==> config.mk <==
export PLATFORM = sky130hd
export DESIGN_NAME = encode_8
export DESIGN_NICKNAME = d
export VERILOG_FILES = /design/src/rtl/encode_8_pkg.sv /design/src/rtl/encode_8_sel.sv /design/src/rtl/encode_8.sv
export SDC_FILE = /design/constraint.sdc
export NUM_CORES = 1
export LEC_CHECK = 0
export ABC_CLOCK_PERIOD_IN_PS = 2500
export BUFFER_PORTS_ARGS = -buffer_cell sky130_fd_sc_hd__buf_2
export CORE_MARGIN = 3
export CORE_UTILIZATION = 54
export CTS_BUF_LIST = sky130_fd_sc_hd__clkbuf_4 sky130_fd_sc_hd__clkbuf_8
export CTS_CLUSTER_DIAMETER = 40
export DETAILED_ROUTE_END_ITERATION = 12
export PLACE_DENSITY_LB_ADDON = 0.2
export SYNTH_ARGS = -nofsm -noshare
export SYNTH_HDL_FRONTEND = slang
export SYNTH_SLANG_ARGS = --single-unit
==> constraint.sdc <==
create_clock -name clk_i -period 2.5 [get_ports clk_i]
set_clock_uncertainty 0.05 [all_clocks]
set_input_delay 0 -clock clk_i [delete_from_list [all_inputs] [get_ports clk_i]]
set_output_delay 0 -clock clk_i [all_outputs]
set_load 0.02 [all_outputs]
==> src/rtl/encode_8_pkg.sv <==
// Shared widths, state encoding and one-hot helper for the 8-to-3 request encoder.
package encode_8_pkg;

  localparam int unsigned IDX_W = 3;
  localparam int unsigned REQ_N = 8;

  typedef logic [IDX_W-1:0] idx_t;
  typedef logic [REQ_N-1:0] req_t;

  typedef enum logic {
    IDLE = 1'b0,
    HOLD = 1'b1
  } state_e;

  function automatic req_t idx_onehot(input idx_t idx);
    return req_t'(1) << idx;
  endfunction

endpackage

==> src/rtl/encode_8_sel.sv <==
// First set bit at or after base_i, wrapping from the top index back to 0.
// With base_i tied to zero this is a plain lowest-index priority selector.
module prio_sel_8
  import encode_8_pkg::*;
(
  input  logic [REQ_N-1:0] vec_i,
  input  logic [IDX_W-1:0] base_i,
  output logic [IDX_W-1:0] idx_o,
  output logic             found_o
);

  logic [IDX_W-1:0] cand;

  always_comb begin
    idx_o   = '0;
    found_o = 1'b0;
    cand    = '0;
    for (int unsigned i = 0; i < REQ_N; i++) begin
      // 3-bit add wraps naturally, giving the circular search order
      cand = base_i + IDX_W'(i);
      if (!found_o && vec_i[cand]) begin
        found_o = 1'b1;
        idx_o   = cand;
      end
    end
  end

endmodule

==> src/rtl/encode_8.sv <==
// Sequential 8-to-3 request encoder: sticky pending register, fixed-priority or
// round-robin selection, one binary index per valid/ready transfer.
module encode_8
  import encode_8_pkg::*;
#(
  parameter bit RR_MODE = 1'b0
) (
  input  logic             clk_i,
  input  logic             rst_n_i,
  input  logic [REQ_N-1:0] req_i,
  input  logic             flush_i,
  output logic [IDX_W-1:0] code_o,
  output logic             valid_o,
  input  logic             ready_i,
  output logic [REQ_N-1:0] pending_o,
  output logic             merge_o
);

  state_e state_q, state_d;
  req_t   pending_q, pending_d;
  req_t   grant_mask, presented_mask;
  idx_t   code_q, code_d;
  idx_t   rr_ptr_q, rr_ptr_d;
  idx_t   sel_base, sel_idx;
  logic   sel_found;
  logic   merge_q, merge_d;
  logic   grant;

  assign sel_base = RR_MODE ? rr_ptr_q : '0;

  prio_sel_8 u_sel (
    .vec_i   (pending_q),
    .base_i  (sel_base),
    .idx_o   (sel_idx),
    .found_o (sel_found)
  );

  always_comb begin
    state_d  = state_q;
    code_d   = code_q;
    rr_ptr_d = rr_ptr_q;
    grant    = 1'b0;

    case (state_q)
      IDLE: begin
        if (sel_found) begin
          grant   = 1'b1;
          state_d = HOLD;
        end
      end
      HOLD: begin
        if (ready_i) begin
          if (sel_found) begin
            grant = 1'b1;
          end else begin
            state_d = IDLE;
          end
        end
      end
      default: state_d = IDLE;
    endcase

    grant_mask = grant ? idx_onehot(sel_idx) : '0;
    if (grant) begin
      code_d   = sel_idx;
      rr_ptr_d = sel_idx + idx_t'(1);
    end

    pending_d = flush_i ? req_i : ((pending_q & ~grant_mask) | req_i);

    // The presented-but-unaccepted index no longer sits in pending, so it is
    // added explicitly: a fresh request on it counts as a merge.
    presented_mask = (state_q == HOLD) ? idx_onehot(code_q) : '0;
    merge_d        = |(req_i & (pending_q | grant_mask | presented_mask));
  end

  always_ff @(posedge clk_i or negedge rst_n_i) begin
    if (!rst_n_i) begin
      state_q   <= IDLE;
      pending_q <= '0;
      code_q    <= '0;
      rr_ptr_q  <= '0;
      merge_q   <= 1'b0;
    end else begin
      state_q   <= state_d;
      pending_q <= pending_d;
      code_q    <= code_d;
      rr_ptr_q  <= rr_ptr_d;
      merge_q   <= merge_d;
    end
  end

  assign code_o    = code_q;
  assign valid_o   = (state_q == HOLD);
  assign pending_o = pending_q;
  assign merge_o   = merge_q;

endmodule

==> impl_results.md <==
- Die W: 42.63 µm
- Status: finished clean
- IO Port Bufs: 24
- Final number of hold-violating endpoints: 0
- Simple-Gate Fraction of Synth Area: 19.00%
- FF-to-FF End: pending_o[7]
- Post-route ant nets: 0
- Layout cell share with drive strength beyond 1: 33.03%
- Total wire length: 2199 µm
- Setup violators final: 0
- Largest net degree at the start of global routing: 14
- CP Capture Type: register
- Syn Inst Count: 73
- Area occupied by registers: 325.3 µm²
- Worst-path clk slew: 0.08 ns
- Num CTS Buffers: 3
- FMAX: 616.4 MHz
- Leak: 0.4239 nW
- Area grow syn2layout: 34.89%
- Final #Nets: 122
- Die H: 42.63 µm
- VDD IR-drop max: 0.3787 mV
- FF-to-FF setup slack: 0.88 ns
- Initial core utilization: 61.08%
- Compound-Gate Fraction of Synth Area: 33.33%
- Placement Rows: 12
- Number of max-cap violations: 0
- Routed vias: 807
- Crit path DAT: 1.76 ns
- Tcrit/Tclk final: 64.90%
- Worst slew pin tran: 0.6631 ns
- Initial antenna violation count: 0
- Most frequent cells in the layout: buf_2 (24), dfrtp_1 (13), dlygate4sd3_1 (9)
- Grt total ovfl: 0
- First-pass GRT wire length: 3539 µm
- Beginning of the critical path: valid_o
- PostCTS Resize Cnt: 0
- RSZ-0062 raised after global routing: false
- Die Area: 1817 µm²
- Fill count: 74
- Setup bufs post-CTS: 0
- Netlist cell types: 27
- CTS tree: built
- Commonest non-fill, non-tap cell in the layout: buf_2
- Pwr dens: 526.6 nW/µm²
- Drt wl/cell: 17.88 µm
- Post-synthesis sequential area ratio: 44.91%
- Synth Area in XOR/XNOR: 0%
- Dpl hpwl: 1406 µm
- Worst reg2reg path depth: 3
- Gr usage total: 26.28%
- Total core area: 1186 µm²
- Critical path destination: pending_o[7]
- Fin. max-slew vios: 0
- CTS sink cnt: 13
- DRC: 0
- Area of the multi-input gates: 379.1 µm²
- Relative slew slack: 55.70%
- DR pass1 iterations: 4
- IO Pins: 25
- Startpoint class of the critical path: register
- Root Buffer: clkbuf_4
- Clk Latency, worst-skew pair: 0.28 ns
- Vias/cell: 6.561
- FF-to-FF Start: valid_o
- Final RePlAce weighted congestion: 0.9233
- Mapped Area: 724.4 µm²
- Largest family of logic cells by synthesized area: compound AO/OA/AOI/OAI gates
- CP required: 2.64 ns
- Post-synthesis mux area share: 0%
- Ys Warns: 0
- Synthesized area per cell: 9.924 µm²
- Ant diodes: 0
- Min Tclk post-route: 1.622 ns
- Post-Syn Nets: 85
- Yosys reg bits: 13
- Worst setup path class: reg2reg
- Dpl ws: 0.9275 ns
- Minimum hold slack: 0.06012 ns
- CP max FO: 8
- Hold Path Class: in2reg
- Post-Route Utilization: 82.38%
- Vias in the first global route: 763
- Worst setup margin: 0.8776 ns
- H-tree depth: 1
- DR iter-0 viols: 46
- Area share of fa/ha/maj cells after synthesis: 0%
- Clock Path Buffers: 2
- Final setup TNS: 0 ns
## cells in the mapped netlist, drive strengths merged
library cell  instances  area share, %
a31oi                 3            2.6
nor3                  2            1.4
clkbuf                1           0.69
nand2                 3            1.6
inv                   4            2.1
nor4                  3            4.7
o211ai                1            1.0
a22oi                 3            3.1
o21ai                 2            1.4
o21bai                2            2.1
a2bb2oi               1            1.2
o2bb2ai               1            1.2
o31ai                 1            1.0
a21oi                 6            4.1
nand4                 1           0.86
a21o                  3            3.1
nor2b                 5            5.4
dfrtp                13             45
nor2                  5            2.6
o22a                  1            1.4
a31o                  8            9.7
a41o                  1            1.4
nand2b                3            2.6
## state kept, by name (all words and copies together), names as in the netlist
signal / cells
pending_o: 8
code_o: 3
merge_o: 1
valid_o: 1
## repair_timing
action	CTS	global route
endpoints found under the setup margin	0	0
hold buffers	9	0
endpoints found under the hold margin	22	0
## final cells by class
cell class / count / area share (%)
Timing Repair Buffer: 33 / 21.51
Multi-Input combinational cell: 55 / 38.80
Tap cell: 14 / 1.793
Sequential cell: 13 / 33.29
Clock buffer: 4 / 3.073
Inverter: 4 / 1.536
## worst max-delay path, cell delays in order, from the launching register on
cell and delay [ns]:
dfrtp_1 0.44, nor2b_1 0.58, nor3_1 0.22, a31oi_1 0.25
## per-layer routing
| metal | part of all wire [%] | routed length, µm | GRT usage [%] | vias up |
|---|---|---|---|---|
| met3 | 10 | 229 | 3.433 | 14 |
| met4 | 4.0 | 89 | 18.63 | 0 |
| li1 | - | - | - | 353 |
| met1 | 36 | 797 | 33.87 | 378 |
| met2 | 49 | 1084 | 39.82 | 62 |
| met5 | 0 | 0 | 0 | - |
## how the worst min path moves through the flow
stage          slack [ns]  startpoint  cells past startpoint      endpoint
2_1_floorplan       -0.35     rst_n_i                      0     code_o[0]
3_3_place_gp        -0.15     rst_n_i                      1     code_o[0]
3_5_place_dp        -0.15     rst_n_i                      1     code_o[0]
4_1_cts              0.05     flush_i                      4  pending_o[2]
6_report             0.06     flush_i                      4  pending_o[2]
5_1_grt              0.08     flush_i                      4  pending_o[2]
## where the power goes
part	internal [W]	switching (W)
Combinational	0.0000536	0.0000632
Sequential	0.000224	0.0000302
Clock	0.0000729	0.0000710
Total	0.000350	0.000164
## logic make-up (layout without fill, tap and decap cells)
kind of cell / after synthesis / count (layout)
AOI/OAI and AO/OA: 33 / 33
and+or+nand+nor: 22 / 22
DFF: 13 / 13
buffers and inverters: 5 / 41
## metrics by stage
stage | cell area [µm²] | total power, W | instances
2_1_floorplan | 724.4 | 0.0003151 | 73
3_3_place_gp | 857.1 | 0.0003565 | 110
3_5_place_dp | 857.1 | 0.0003588 | 110
4_1_cts | 977.2 | 0.0005093 | 123
5_1_grt | 977.2 | 0.0005336 | 123
6_report | 977.2 | 0.0005146 | 123
Note: power is estimated with default switching activity, not from simulation.
